**src/rtl/wb_arb_pkg.sv**
```systemverilog
// Shared types and constants for the two-master Wishbone arbiter.
// Holds the grant state encoding and the default watchdog timeout.
package wb_arb_pkg;

    typedef enum logic [1:0] {
        IDLE = 2'd0,
        G0   = 2'd1,
        G1   = 2'd2
    } arb_state_e;

    localparam int TIMEOUT_DEFAULT = 255;

endpackage

```
**src/rtl/wishbone_if.sv**
```systemverilog
// 32-bit Wishbone bundle. The master modport drives requests; the slave
// modport drives responses. clk/rst travel with the bundle for attached IP.
interface wishbone (
    input logic clk,
    input logic rst
);
    logic        cyc;
    logic        stb;
    logic        we;
    logic [31:0] adr;
    logic [3:0]  sel;
    logic [31:0] dat_o;
    logic [31:0] dat_i;
    logic        ack;
    logic        err;
    logic        rty;

    modport master (
        input  clk, rst, dat_i, ack, err, rty,
        output cyc, stb, we, adr, sel, dat_o
    );

    modport slave (
        input  clk, rst, cyc, stb, we, adr, sel, dat_o,
        output dat_i, ack, err, rty
    );

endinterface

```
**src/rtl/wb_arb_wdog.sv**
```systemverilog
// Saturating stall counter for the arbiter watchdog; expired is high while
// the count sits at TIMEOUT. Used only when WB_ARB2_TIMEOUT_EN is defined.
module wb_arb_wdog #(
    parameter int TIMEOUT = 255
) (
    input  logic clk,
    input  logic rst,
    input  logic clr,
    input  logic cnt_en,
    output logic expired
);
    localparam int             WDC_W = $clog2(TIMEOUT + 1);
    localparam logic [WDC_W-1:0] LIMIT = WDC_W'(TIMEOUT);

    logic [WDC_W-1:0] wdc_q;
    logic [WDC_W-1:0] wdc_d;

    // Clear dominates; the count holds at LIMIT rather than wrapping.
    always_comb begin
        wdc_d = wdc_q;
        if (clr) begin
            wdc_d = '0;
        end else if (cnt_en && (wdc_q != LIMIT)) begin
            wdc_d = wdc_q + WDC_W'(1);
        end
    end

    always_ff @(posedge clk) begin
        if (rst) begin
            wdc_q <= '0;
        end else begin
            wdc_q <= wdc_d;
        end
    end

    assign expired = (wdc_q == LIMIT);

endmodule

```
**src/rtl/wb_arb2.sv**
```systemverilog
// Two-master round-robin Wishbone arbiter sharing one slave; ownership is
// held per bus cycle. Define WB_ARB2_TIMEOUT_EN to add the stall watchdog.
module wb_arb2
    import wb_arb_pkg::*;
#(
    parameter int TIMEOUT = TIMEOUT_DEFAULT
) (
    input  logic   clk,
    input  logic   rst,
    wishbone.slave  m0,
    wishbone.slave  m1,
    wishbone.master s
);
    arb_state_e state_q;
    arb_state_e state_d;
    logic       last_q;
    logic       last_d;
    logic       expired;

    always_ff @(posedge clk) begin
        if (rst) begin
            state_q <= IDLE;
            last_q  <= 1'b1;
        end else begin
            state_q <= state_d;
            last_q  <= last_d;
        end
    end

    // Ties in IDLE go to the master that was not granted last; a grant is
    // kept for as long as its owner holds cyc.
    always_comb begin
        state_d = state_q;
        last_d  = last_q;
        case (state_q)
            IDLE: begin
                if (m0.cyc && m1.cyc) begin
                    state_d = last_q ? G0 : G1;
                end else if (m0.cyc) begin
                    state_d = G0;
                end else if (m1.cyc) begin
                    state_d = G1;
                end
            end
            G0: begin
                if (!m0.cyc) begin
                    state_d = m1.cyc ? G1 : IDLE;
                end
            end
            G1: begin
                if (!m1.cyc) begin
                    state_d = m0.cyc ? G0 : IDLE;
                end
            end
            default: state_d = IDLE;
        endcase
        if (state_d == G0) begin
            last_d = 1'b0;
        end else if (state_d == G1) begin
            last_d = 1'b1;
        end
    end

    // Request and response routing; everything not owned reads as zero.
    always_comb begin
        s.cyc    = 1'b0;
        s.stb    = 1'b0;
        s.we     = 1'b0;
        s.adr    = '0;
        s.sel    = '0;
        s.dat_o  = '0;
        m0.dat_i = '0;
        m0.ack   = 1'b0;
        m0.err   = 1'b0;
        m0.rty   = 1'b0;
        m1.dat_i = '0;
        m1.ack   = 1'b0;
        m1.err   = 1'b0;
        m1.rty   = 1'b0;
        case (state_q)
            G0: begin
                s.cyc    = m0.cyc;
                s.stb    = m0.stb & ~expired;
                s.we     = m0.we;
                s.adr    = m0.adr;
                s.sel    = m0.sel;
                s.dat_o  = m0.dat_o;
                m0.dat_i = s.dat_i;
                m0.ack   = s.ack;
                m0.err   = s.err | expired;
                m0.rty   = s.rty;
            end
            G1: begin
                s.cyc    = m1.cyc;
                s.stb    = m1.stb & ~expired;
                s.we     = m1.we;
                s.adr    = m1.adr;
                s.sel    = m1.sel;
                s.dat_o  = m1.dat_o;
                m1.dat_i = s.dat_i;
                m1.ack   = s.ack;
                m1.err   = s.err | expired;
                m1.rty   = s.rty;
            end
            default: ;
        endcase
    end

`ifdef WB_ARB2_TIMEOUT_EN
    logic gnt_stb;
    logic slave_rsp;
    logic wd_cnt_en;
    logic wd_clr;

    // The count restarts whenever ownership changes or the slave answers.
    always_comb begin
        gnt_stb   = 1'b0;
        if (state_q == G0) begin
            gnt_stb = m0.stb;
        end else if (state_q == G1) begin
            gnt_stb = m1.stb;
        end
        slave_rsp = s.ack | s.err | s.rty;
        wd_cnt_en = gnt_stb & ~slave_rsp;
        wd_clr    = (state_q == IDLE) | (state_d != state_q) | slave_rsp | expired;
    end

    wb_arb_wdog #(
        .TIMEOUT (TIMEOUT)
    ) u_wdog (
        .clk     (clk),
        .rst     (rst),
        .clr     (wd_clr),
        .cnt_en  (wd_cnt_en),
        .expired (expired)
    );
`else
    assign expired = 1'b0;
`endif

endmodule
```
**src/flat_wrapper.sv**
```systemverilog
// flat-port wrapper written by rule: the top's interface ports become plain ports
module wb_arb2_flat import wb_arb_pkg::*;
#(
    parameter int TIMEOUT = TIMEOUT_DEFAULT
)
  (clk, rst, m0_cyc, m0_stb, m0_we, m0_adr, m0_sel, m0_dat_o, m0_dat_i, m0_ack, m0_err, m0_rty, m1_cyc, m1_stb, m1_we, m1_adr, m1_sel, m1_dat_o, m1_dat_i, m1_ack, m1_err, m1_rty, s_dat_i, s_ack, s_err, s_rty, s_cyc, s_stb, s_we, s_adr, s_sel, s_dat_o);
  wishbone m0_i (.clk(clk), .rst(rst));
  wishbone m1_i (.clk(clk), .rst(rst));
  wishbone s_i (.clk(clk), .rst(rst));
  input  logic clk;
  input  logic rst;
  input wire logic [$bits(m0_i.cyc)-1:0] m0_cyc;
  input wire logic [$bits(m0_i.stb)-1:0] m0_stb;
  input wire logic [$bits(m0_i.we)-1:0] m0_we;
  input wire logic [$bits(m0_i.adr)-1:0] m0_adr;
  input wire logic [$bits(m0_i.sel)-1:0] m0_sel;
  input wire logic [$bits(m0_i.dat_o)-1:0] m0_dat_o;
  output wire logic [$bits(m0_i.dat_i)-1:0] m0_dat_i;
  output wire logic [$bits(m0_i.ack)-1:0] m0_ack;
  output wire logic [$bits(m0_i.err)-1:0] m0_err;
  output wire logic [$bits(m0_i.rty)-1:0] m0_rty;
  input wire logic [$bits(m1_i.cyc)-1:0] m1_cyc;
  input wire logic [$bits(m1_i.stb)-1:0] m1_stb;
  input wire logic [$bits(m1_i.we)-1:0] m1_we;
  input wire logic [$bits(m1_i.adr)-1:0] m1_adr;
  input wire logic [$bits(m1_i.sel)-1:0] m1_sel;
  input wire logic [$bits(m1_i.dat_o)-1:0] m1_dat_o;
  output wire logic [$bits(m1_i.dat_i)-1:0] m1_dat_i;
  output wire logic [$bits(m1_i.ack)-1:0] m1_ack;
  output wire logic [$bits(m1_i.err)-1:0] m1_err;
  output wire logic [$bits(m1_i.rty)-1:0] m1_rty;
  input wire logic [$bits(s_i.dat_i)-1:0] s_dat_i;
  input wire logic [$bits(s_i.ack)-1:0] s_ack;
  input wire logic [$bits(s_i.err)-1:0] s_err;
  input wire logic [$bits(s_i.rty)-1:0] s_rty;
  output wire logic [$bits(s_i.cyc)-1:0] s_cyc;
  output wire logic [$bits(s_i.stb)-1:0] s_stb;
  output wire logic [$bits(s_i.we)-1:0] s_we;
  output wire logic [$bits(s_i.adr)-1:0] s_adr;
  output wire logic [$bits(s_i.sel)-1:0] s_sel;
  output wire logic [$bits(s_i.dat_o)-1:0] s_dat_o;
  assign m0_i.cyc = m0_cyc;
  assign m0_i.stb = m0_stb;
  assign m0_i.we = m0_we;
  assign m0_i.adr = m0_adr;
  assign m0_i.sel = m0_sel;
  assign m0_i.dat_o = m0_dat_o;
  assign m0_dat_i = m0_i.dat_i;
  assign m0_ack = m0_i.ack;
  assign m0_err = m0_i.err;
  assign m0_rty = m0_i.rty;
  assign m1_i.cyc = m1_cyc;
  assign m1_i.stb = m1_stb;
  assign m1_i.we = m1_we;
  assign m1_i.adr = m1_adr;
  assign m1_i.sel = m1_sel;
  assign m1_i.dat_o = m1_dat_o;
  assign m1_dat_i = m1_i.dat_i;
  assign m1_ack = m1_i.ack;
  assign m1_err = m1_i.err;
  assign m1_rty = m1_i.rty;
  assign s_i.dat_i = s_dat_i;
  assign s_i.ack = s_ack;
  assign s_i.err = s_err;
  assign s_i.rty = s_rty;
  assign s_cyc = s_i.cyc;
  assign s_stb = s_i.stb;
  assign s_we = s_i.we;
  assign s_adr = s_i.adr;
  assign s_sel = s_i.sel;
  assign s_dat_o = s_i.dat_o;
  wb_arb2 #(.TIMEOUT(TIMEOUT)) u_core (.clk(clk), .rst(rst), .m0(m0_i), .m1(m1_i), .s(s_i));
endmodule
```
**config.mk**
```make
export PLATFORM = sky130hd
export DESIGN_NAME = wb_arb2_flat
export DESIGN_NICKNAME = d
export VERILOG_FILES = /design/src/rtl/wb_arb_pkg.sv /design/src/rtl/wishbone_if.sv /design/src/rtl/wb_arb_wdog.sv /design/src/rtl/wb_arb2.sv /design/src/flat_wrapper.sv
export SDC_FILE = /design/constraint.sdc
export NUM_CORES = 1
export LEC_CHECK = 0
export BUFFER_PORTS_ARGS = -buffer_cell sky130_fd_sc_hd__buf_2
export CORE_AREA = 4 4 121 123
export CTS_CLUSTER_DIAMETER = 120
export DETAILED_ROUTE_END_ITERATION = 7
export DIE_AREA = 0 0 125 127
export GPL_TIMING_DRIVEN = 0
export PLACE_DENSITY = 0.51
export SETUP_SLACK_MARGIN = 0.05
export SYNTH_ARGS = -nofsm -noshare
export SYNTH_HDL_FRONTEND = slang
export SYNTH_SLANG_ARGS = --single-unit
export TNS_END_PERCENT = 10
```
**constraint.sdc**
```tcl
create_clock -name clk -period 4.2 [get_ports clk]
set_input_delay 0.84 -clock clk [delete_from_list [all_inputs] [get_ports clk]]
set_output_delay 0.84 -clock clk [all_outputs]
set_load 0.02 [all_outputs]
```
* Word-level counts from Yosys, hierarchy flattened
Index checks and enable logic that the tools add are counted.
** Storage, ports and cells
- Bits in registers :: 3
- Bits of input ports :: 179
- Output and inout bits :: 141
- Word-level logic and storage cells :: 34
** Cells by class
- Equality and inequality tests :: 4
- Multiplexer cells :: 25
- Reduce and logical (&&, ||, !) cells :: 3
** Operators by type and width (number)
- $pmux 32 s2 :: 2
- $mux 32 :: 2
- $mux 2 :: 7
- $mux 1 :: 9
- $pmux 4 s2 :: 1
- $pmux 1 s2 :: 3
- $pmux 2 s3 :: 1
- $eq 2x1->1 const B :: 2
- $eq 2x2->1 const B :: 2
- $logic_not 2->1 :: 1
- $reduce_bool 2->1 :: 1
- $logic_and 1x1->1 :: 1

* Depth between registers and ports, before layout
Gate-level depths: netlist of run 1.
- Depth in word-level cells :: 7
- Depth in mapped cells :: 11
- Mapped depth without buffers :: 9

* Least setup slack after synthesis of run 1
No wires, ideal clock.
- Kind :: reg2out
- From :: register u_core.state_q[1]
- To :: output s_adr[0]
- Arrival time :: 1.376 ns
- Data required time :: 3.360 ns
- Path slack :: 1.984 ns
- Stages on the path, launching flop included :: 5
- Path buffers :: 1
- Cells stage by stage :: dfxtp_1 > inv_1 > ha_1 > clkbuf_1 > nor2b_1
** On the way
- Cells in the longest elaborated chain, start to end :: 2
- Elaborated cells on any way between the ends :: 3
- Classes of those cells :: eq/ne: 2; mux: 1
** Ends and longest elaborated chain
- from (decl) :: RTL line wb_arb2.sv:14 : arb_state_e state_q;
- from (signal assigned) :: RTL line wb_arb2.sv:25 : state_q <= state_d;
- $eq 2x2->1 or $eq 2x1->1 (tied branches) :: RTL line wb_arb2.sv:80 : case (state_q)
- $pmux 32 s2 (*) :: RTL line wb_arb2.sv:80
- to (decl) :: RTL line flat_wrapper.sv:39 : output wire logic [$bits(s_i.adr)-1:0] s_adr;
Mark *: on every way between the ends. The rest lies on a longest branch, timed or not.

* Worst setup path after layout of run 1
- From :: register u_core.state_q[1]
- To :: output s_dat_o[13]
** On the way
- Cells in the longest elaborated chain, start to end :: 2
- Elaborated cells on any way between the ends :: 3
- Classes of those cells :: eq/ne: 2; mux: 1
** Ends and longest elaborated chain
- $eq 2x2->1 or $eq 2x1->1 (tied branches) :: RTL line wb_arb2.sv:80
- $pmux 32 s2 (*) :: RTL line wb_arb2.sv:80
- to (decl) :: RTL line flat_wrapper.sv:41 : output wire logic [$bits(s_i.dat_o)-1:0] s_dat_o;
Marked as above.

==> results of run 1 <==
==> how the worst min path moves through the flow <==
stage,to,cells past startpoint
3_5_place_dp,u_core.last_q,2
5_1_grt,u_core.last_q,2
6_report,u_core.last_q,2
3_3_place_gp,u_core.last_q,2
2_1_floorplan,u_core.last_q,2
4_1_cts,u_core.last_q,2
==> power by group through the flow <==
| stage | sequential, mW | combinational [mW] | clock, mW |
|---|---|---|---|
| finish | 0.0404 | 0.844 | 0.149 |
| global placement | 0.0410 | 0.861 | 0 |
| floorplan | 0.0389 | 0.543 | 0 |
| CTS | 0.0405 | 0.860 | 0.152 |
| global route | 0.0413 | 0.930 | 0.157 |
| detailed placement | 0.0409 | 0.856 | 0 |
==> worst register-to-register path, stage by stage, from the launching register on <==
cell and delay, ps:
dfxtp_1 430, inv_1 90, ha_1 180, buf_4 180, buf_6 160, a22o_1 210, a21oi_2 130, o32ai_1 100
ha_1 300, mux2i_1 180, nand2b_1 60
==> routing by layer <==
metal | GRT usage [%] | share of wire, % | routed length, µm
met5 | 0 | 0 | 0
met3 | 2.93 | 8.7 | 950
met4 | 1.53 | 1.1 | 119
met1 | 15.1 | 40 | 4330
met2 | 22.7 | 51 | 5540
==> cell families after synthesis <==
| logic type | count (synthesis) |
|---|---|
| flip-flops | 3 |
| AND/OR/NAND/NOR | 150 |
| buffers and inverters | 36 |
| AO/OA/AOI/OAI | 80 |
| multiplexers | 1 |
| adder cells (fa/ha/maj) | 5 |
==> flip-flops by register name (all words and copies together) (netlist names) <==
name and count:
u_core.last_q 1, u_core.state_q 2
==> cell type report <==
class                      instances  area, µm²  share of cell area (%)
multi-input combinational        236       1610                    42.9
timing repair buffer             319       1600                    42.6
tap                              180        225                    6.01
buffer                            31        163                    4.34
clock buffer                       4       78.8                    2.10
sequential                         3       60.1                    1.60
inverter                           5       18.8                   0.501
==> cell usage in the layout, fill, tap and decap left out, drive strengths merged <==
cell type	count
nand2	2
nand3	1
o32ai	1
o22ai	1
a2bb2oi	1
a21oi	1
buf	337
a31o	1
inv	5
a22oi	70
o21ai	2
a311oi	1
nor2	1
nand2b	2
o21ba	1
mux2i	1
ha	5
a22o	1
nor2b	72
clkbuf	17
dfxtp	3
and2	72
==> impl_results.md, run 1 <==
- P_sw: 0.518 mW
- Core ar.: 13700 µm²
- Status: complete, no violations
- Element type at the critical path end: output pin
- Starting density of the core: 13.5%
- Syn nets: 459
- Flop2flop setup slack: 2090 ps
- Worst Max-Slew Pin Slew: 530 ps
- Filler cell count: 1540
- Setup slack at placement: 1340 ps
- Vias per inst: 4.14
- EDFF count, synth: 0
- Clock Path Buffers: 2
- Crit-path cells: inv_1, ha_1, clkbuf_1, nor2b_1, buf_2
- Worst IR Drop VDD: 0.209 mV
- Crit path kind: flop to output pin
- FF-to-FF End: u_core.last_q
- Worst hold slack: 481 ps
- Post-synth top flop: dfxtp_1
- Mapped Cells: 275
- Initial antenna violation count: 0
- Routed Wire Length: 10.9 mm
- Cts repair resizes: 0
- Largest net degree at the start of global routing: 11
- Synth cell types: 25
- Critical path's largest stage delay: 560 ps
- Worst setup margin: 1180 ps
- Setup TNS Final: 0 ps
- Port bufs: 319
- Largest family of logic cells by synthesized area: simple AND/OR/NAND/NOR gates
- Clock transition at path regs: 30 ps
- Clock Skew: 1.95 ps
- RSZ-0062 raised after global routing: no
- Required @ worst endpoint: 3360 ps
- Synth area leader: a22oi_1
- Total number of yosys warnings: 0
- Area Growth Syn to Fin: 103%
- Buffers and inverters on the worst path: 3
- Total Power Consumption: 1.03 mW
- Fin crit share: 71.9%
- Post-route design area: 3750 µm²
- Crit path max fanout: 10
- Leakage: 2.13 nW
- Post-synthesis sequential area ratio: 3.25%
- # Post-CTS Setup Buffers: 0
- DR vias: 3221
- CP max stage cell: ha_1
- Levels on crit path: 5
- Mean Syn Cell Area: 6.72 µm²
- # setup viols final: 0
- Power Dens Cells: 276 nW/µm²
- Clk pwr share: 14.4%
- Fmax: 331 MHz
- Clk Latency, worst-skew pair: 220 ps
- Compound-Gate Fraction of Synth Area: 32.7%
- Die width: 125 µm
- DP Area: 3670 µm²
- Comb pwr share: 81.7%
- Reg2reg start: u_core.state_q[1]
- Sink Count: 3
- Drt wl/cell: 14.1 µm
- Num CTS Buffers: 3
- Hold Crit Start: u_core.last_q
- Placed cells: 774
- Slew headroom: 64.7%
- Crit. Startpoint: u_core.state_q[1]
- Hold Buf Count CTS: 0
- Die outline height: 127 µm
- Gp weighted congestion: 0.787
- Final Util: 27.4%
- Worst hold path type: flop to flop
- CTS root buffer: clkbuf_16
- Layout cells sized above 1: 57.4%
- Synth Cell Area: 1850 µm²
- DRC viols: 0
- Pint: 0.515 mW
- Mux contribution to synthesized area: 0.542%
- Count of final hold-check violations: 0
- Number of global-route vias before repair: 3165
- Total grt overflow: 0
- Sequential power share: 3.9%
- Top-area cell type share of the netlist area: 28.4%
- CTS tree: done
- Ant. Diodes: 0
- Seq cells post-synth: 3
- Synth Area in Adders: 3.39%
- Iter 0 DRT Violations: 71
- First-pass GRT wire length: 16.3 mm
- Die area: 15900 µm²
- Rows: 43
- CP Launch Type: flop
- H-tree depth: 1
- Layout Nets: 783
- Net Sw Frac: 50.1%
- Asr flop ratio synth: 0%
- Post-route insts no fill: 778
- Top Ports: 320
- Simple-gate share of the synthesized area: 50.3%
- Crit path time final: 3020 ps
- GR Util All Layers: 12.4%
- Final ANT Viol Nets: 0
- DP HPWL: 9.39 mm
- Family with the most delay on the worst path: buffers and inverters
- DR pass1 iterations: 4
- Fin. max-slew vios: 0
- Cells on worst reg2reg path: 10
- Worst endpoint data arrival time: 2180 ps
- Synth cell count leaders: and2_1, nor2b_1, a22oi_1, buf_2, clkbuf_1
- Crit path to: s_dat_o[13]
- Area share of xor/xnor cells in the synthesized design: 0%
- Largest cells by area after synthesis: a22oi_1, and2_1, nor2b_1
- MaxCap Viol Count: 0
(Power assumes the default switching activity.)
==> inputs of run 2 (changes only) <==
==> constraint.sdc (replaced) <==
create_clock -name clk -period 2.9 [get_ports clk]
set_input_delay 0.58 -clock clk [delete_from_list [all_inputs] [get_ports clk]]
set_output_delay 0.58 -clock clk [all_outputs]
set_load 0.02 [all_outputs]
==> impl_results.md, run 2 (synthesis results as in run 1) <==
- Crit path time final: 2620 ps
- Crit-path cells: inv_1, ha_1, clkbuf_1, nor2b_1, buf_2
- Element type at the critical path end: output pin
- Die outline height: 127 µm (unchanged)
- Worst IR Drop VDD: 0.303 mV (+45%)
- FF-to-FF End: u_core.last_q
- Top Ports: 320 (unchanged)
- Required @ worst endpoint: 2320 ps (-1040 ps)
- Fin. max-slew vios: 0 (unchanged)
- Reg2reg start: u_core.state_q[1]
- MaxCap Viol Count: 0 (unchanged)
- CP Launch Type: flop
- Clock Skew: 1.96 ps (+0.0163 ps)
- Hold path cells: 2 (unchanged)
- Worst hold path type: flop to flop
- DR vias: 3226 (+0.16%)
- DP HPWL: 9.39 mm (unchanged)
- Worst hold slack: 481 ps (unchanged)
- Hold Buf Count CTS: 0 (unchanged)
- Leakage: 2.13 nW (+0.15%)
- Power Dens Cells: 398 nW/µm² (+45%)
- Net Sw Frac: 50.0% (-0.14 points)
- Family with the most delay on the worst path: buffers and inverters
- Max reg flops: 2 (unchanged)
- Hold Crit Start: u_core.last_q
- Vias per inst: 4.15 (+0.16%)
- Die width: 125 µm (unchanged)
- Num CTS Buffers: 3 (unchanged)
- Setup TNS Final: 0 ps (unchanged)
- Largest regs: u_core.state_q: 2 flops, u_core.last_q: 1 flops
- Core ar.: 13700 µm² (unchanged)
- Largest net degree at the start of global routing: 11 (unchanged)
- Gp weighted congestion: 0.787 (unchanged)
- First-pass GRT wire length: 16.3 mm (unchanged)
- Final Util: 27.4% (about the same)
- Top reg by flops: u_core.state_q
- Routed Wire Length: 10.9 mm (about the same)
- Pint: 0.747 mW (+45%)
- Worst Hold Path EP: u_core.last_q
- Clk pwr share: 14.4% (about the same)
- Clk Latency, worst-skew pair: 220 ps (about the same)
- # setup viols final: 0 (unchanged)
- Flop2flop setup slack: 790 ps (-1300 ps)
- Clock Path Buffers: 2 (unchanged)
- Area Growth Syn to Fin: 103% (about the same)
- DR pass1 iterations: 4 (unchanged)
- Status: complete, no violations
- Comb pwr share: 81.7% (about the same)
- Critical path's largest stage delay: 560 ps (about the same)
- RSZ-0062 raised after global routing: no
- Starting density of the core: 13.5% (unchanged)
- H-tree depth: 1 (unchanged)
- Final ANT Viol Nets: 0 (unchanged)
- Rows: 43 (unchanged)
- CTS root buffer: clkbuf_16
- Post-route insts no fill: 778 (unchanged)
- Worst Max-Slew Pin Slew: 432 ps (-97.7 ps)
- CTS tree: done
- Initial antenna violation count: 0 (unchanged)
- Levels on crit path: 5 (unchanged)
- Total grt overflow: 0 (unchanged)
- Commonest non-fill, non-tap cells in the layout: buf_2, nor2b_1, and2_1
- Cells on worst reg2reg path: 10 (unchanged)
- Port bufs: 319 (unchanged)
- Slew headroom: 71.2% (+6.5 points)
- Crit path max fanout: 10 (unchanged)
- Sink Count: 3 (unchanged)
- P_sw: 0.747 mW (+44%)
- Fmax: 381 MHz
- Number of global-route vias before repair: 3165 (unchanged)
- CP max stage cell: ha_1
- GR Util All Layers: 12.4% (unchanged)
- Layout cells sized above 1: 57.5% (+0.17 points)
- Die area: 15900 µm² (unchanged)
- Clock transition at path regs: 30 ps (about the same)
- Layout Nets: 783 (unchanged)
- Fin crit share: 90.4%
- Placed cells: 774 (unchanged)
- DRC viols: 0 (unchanged)
- Buffers and inverters on the worst path: 3 (unchanged)
- Commonest non-fill, non-tap cell in the layout: buf_2
- Iter 0 DRT Violations: 81 (+14%)
- Count of final hold-check violations: 0 (unchanged)
- Ant. Diodes: 0 (unchanged)
- Sequential power share: 3.9% (about the same)
- Worst endpoint data arrival time: 2040 ps (-140 ps)
- Drt wl/cell: 14.1 µm (about the same)
- Crit path kind: flop to output pin
[run 2: changes by cell type in the layout (fill, tap and decap cells not counted)]
cell / previous run / this run
clkbuf_1: 14 / 13
clkbuf_2: 0 / 1
[run 2: final cells by class]
type	count	area [µm²]
Sequential cell	3	60.1
Buffer	31	164
Clock buffer	4	78.8
Multi-Input combinational cell	236	1610
Inverter	5	18.8
Tap cell	180	225
Fill cell	1540	9920
Timing Repair Buffer	319	1600
[run 2: metal layers]
metal	GRT usage, %	up-vias	wire length [µm]
li1	-	1608	-
met1	15.1	1422	4320
met2	22.7	184	5540
met3	2.93	12	958
met4	1.53	0	119
met5	0	-	0
[run 2: how the worst max path moves through the flow]
stage                            startpoint          end  slack, ps
after floorplan           u_core.state_q[1]     s_adr[0]        940
after global placement    u_core.state_q[1]  s_dat_o[13]        300
after detailed placement  u_core.state_q[1]  s_dat_o[13]        300
after CTS                 u_core.state_q[1]  s_dat_o[13]         60
after global routing      u_core.state_q[1]    s_adr[14]         70
final                     u_core.state_q[1]   s_dat_o[6]        280
[run 2: repair_timing]
action | 4_1_cts | 5_1_grt
endpoints found under the hold margin | 0 | 0
setup buffers | 0 | 0
resized for setup | 0 | 2
endpoints found under the setup margin | 0 | 10
[run 2: worst register-to-register path, delay by kind of cell, from the launching register on]
| kind | cells | cell delay [ps] |
|---|---|---|
| compound gates | 3 | 440 |
| fa+ha+maj | 2 | 480 |
| buf+inv | 3 | 430 |
| flops | 1 | 430 |
| mux | 1 | 180 |
| simple gates | 1 | 60 |
[run 2: stage by stage]
| stage | area [µm²] | power (mW) | setup WS (ps) |
|---|---|---|---|
| floorplan | 1850 | 0.842 | 944 |
| global placement | 3670 | 1.31 | 300 |
| detailed placement | 3670 | 1.30 | 300 |
| CTS | 3750 | 1.52 | 60.8 |
| global route | 3750 | 1.64 | 71.2 |
| finish | 3750 | 1.49 | 279 |
[run 2: power by group through the flow]
stage | clock network (mW) | logic [mW] | registers [mW]
after floorplan | 0 | 0.786 | 0.0563
after global placement | 0 | 1.25 | 0.0594
after detailed placement | 0 | 1.24 | 0.0592
after CTS | 0.219 | 1.24 | 0.0586
after global routing | 0.228 | 1.35 | 0.0599
final | 0.215 | 1.22 | 0.0585
==> inputs of run 3 (changes only) <==
==> constraint.sdc (replaced) <==
create_clock -name clk -period 2.53 [get_ports clk]
set_input_delay 0.506 -clock clk [delete_from_list [all_inputs] [get_ports clk]]
set_output_delay 0.506 -clock clk [all_outputs]
set_load 0.02 [all_outputs]
==> impl_results.md, run 3 (synthesis results as in run 1) <==
- Status: complete, no violations
- Drt wl/cell: 14.1 µm (+0.46%)
- Multi-input gate area: 1620 µm² (+0.78%)
- WL met3: 972 µm (+1.5%)
- Area Growth Syn to Fin: 104%
- Worst endpoint data arrival time: 1860 ps (-180 ps)
- Largest net degree at the start of global routing: 11 (unchanged)
- Slew headroom: 79.3% (+8.1 points)
- CTS tree: done
- Total grt overflow: 0 (unchanged)
- Crit path max fanout: 10 (unchanged)
- Count of final hold-check violations: 0 (unchanged)
- Pint: 0.874 mW (+17%)
- Sink Count: 3 (unchanged)
- Crit path kind: flop to output pin
- Gp weighted congestion: 0.787 (unchanged)
- Die outline height: 127 µm (unchanged)
- CTS root buffer: clkbuf_16
- Worst hold path type: input port to flop
- GR Util All Layers: 12.4% (unchanged)
- Vias per inst: 4.13 (-0.28%)
- RSZ-0062 raised after global routing: yes
- M1 WL: 4.34 mm (+0.49%)
- DRC viols: 0 (unchanged)
- Comb pwr share: 81.9% (+0.2 points)
- Port bufs: 319 (unchanged)
- WL met2: 5.55 mm (+0.27%)
- Required @ worst endpoint: 2020 ps (-300 ps)
- Max reg flops: 2 (unchanged)
- Total Power Consumption: 1.74 mW (+16%)
- Die area: 15900 µm² (unchanged)
- Core ar.: 13700 µm² (unchanged)
- Net Sw Frac: 49.7% (-0.29 points)
- Number of global-route vias before repair: 3165 (unchanged)
- Clock transition at path regs: 30 ps (about the same)
- Fmax: 423 MHz
- Die width: 125 µm (unchanged)
- DR pass1 iterations: 4 (unchanged)
- Fin crit share: 93.4%
- Final ANT Viol Nets: 0 (unchanged)
- # setup viols final: 0 (unchanged)
- First-pass GRT wire length: 16.3 mm (about the same)
- Hold Buf Count CTS: 0 (unchanged)
- Power Dens Cells: 461 nW/µm² (+16%)
- Clk pwr share: 14.2% (-0.2 points)
- Worst IR Drop VDD: 0.348 mV (+15%)
- Fin. max-slew vios: 0 (unchanged)
- Leakage: 2.15 nW (+0.83%)
- Largest regs: u_core.state_q: 2 flops, u_core.last_q: 1 flops
- Num CTS Buffers: 3 (unchanged)
- DR top layer: met4
- Top Ports: 320 (unchanged)
- Top reg by flops: u_core.state_q
- Initial antenna violation count: 0 (unchanged)
- DR vias: 3217 (-0.28%)
- Worst setup margin: 167 ps (-111 ps)
- Layout cells sized above 1: 58.5% (+1.0 points)
- DP HPWL: 9.39 mm (unchanged)
- Commonest non-fill, non-tap cells in the layout: buf_2, nor2b_1, and2_1
- Rows: 43 (unchanged)
- Element type at the critical path end: output pin
- Starting density of the core: 13.5% (unchanged)
- Routed Wire Length: 11.0 mm (+0.46%)
- Clock Path Buffers: 2 (unchanged)
- Layout Nets: 783 (unchanged)
- Ant. Diodes: 0 (unchanged)
- MaxCap Viol Count: 0 (unchanged)
- Clock Skew: 2.22 ps (+0.257 ps)
- CP Launch Type: flop
- P_sw: 0.864 mW (+16%)
- Setup slack at placement: 3.91 ps (-296 ps)
- Filler cell count: 1537 (-0.19%)
- Iter 0 DRT Violations: 81 (unchanged)
- Crit path time final: 2360 ps
- Register Area: 60.1 µm² (unchanged)
- H-tree depth: 1 (unchanged)
- Commonest non-fill, non-tap cell in the layout: buf_2
- Clk Latency, worst-skew pair: 220 ps (about the same)
- Worst Max-Slew Pin Slew: 310 ps (-122 ps)
- Sequential power share: 3.9% (about the same)
## run 3: metrics by stage
stage / cells / TNS, ps / util [%] / cell area, µm² / hold slack, ps
after floorplan: 275 / 0 / - / 1850 / 449
after global placement: 774 / 0 / 26.9 / 3670 / 490
after detailed placement: 774 / 0 / 26.9 / 3670 / 485
after CTS: 778 / 0 / 27.5 / 3750 / 475
after global routing: 778 / -3.24 / 27.6 / 3770 / 482
final: 778 / 0 / 27.6 / 3770 / 474
## run 3: metal layers
metal,up-vias,global-route usage (%)
met5,-,0
met4,0,1.53
met2,176,22.7
li1,1608,-
met3,12,2.93
met1,1421,15.1
## run 3: cell type report
cell class / instances / area share (%)
multi-input cells: 236 / 43.0
inverters: 5 / 0.498
clock buffers: 4 / 2.09
plain buffers: 31 / 4.52
well taps: 180 / 5.98
flip-flops and latches: 3 / 1.59
repair buffers: 319 / 42.4
## run 3: repair_timing
item / 4_1_cts / 5_1_grt
cloned: 0 / 0
resized for setup: 3 / 11
setup buffers: 0 / 0
setup endpoints to repair: 70 / 82
## run 3: power by group through the flow
stage               combinational, mW  sequential (mW)  clock (mW)
global placement                 1.43           0.0680           0
floorplan                       0.901           0.0646           0
CTS                              1.43           0.0672       0.252
finish                           1.42           0.0672       0.247
global route                     1.57           0.0686       0.261
detailed placement               1.42           0.0679           0
## run 3: path summary, 6_finish.rpt
path	startpoint	to	slack, ps	cells past startpoint
hold reg to reg	u_core.last_q	u_core.last_q	480	2
hold / removal	rst	u_core.state_q[1]	470	2
setup / recovery	u_core.state_q[1]	m0_dat_i[30]	170	7
setup reg to reg	u_core.state_q[1]	u_core.last_q	360	10
## run 3: critical path, cell delays in order (launching register included)
cell	delay (ps)
dfxtp_1	430
inv_1	130
ha_1	190
buf_4	180
buf_6	150
clkbuf_1	190
and2_1	210
buf_2	160
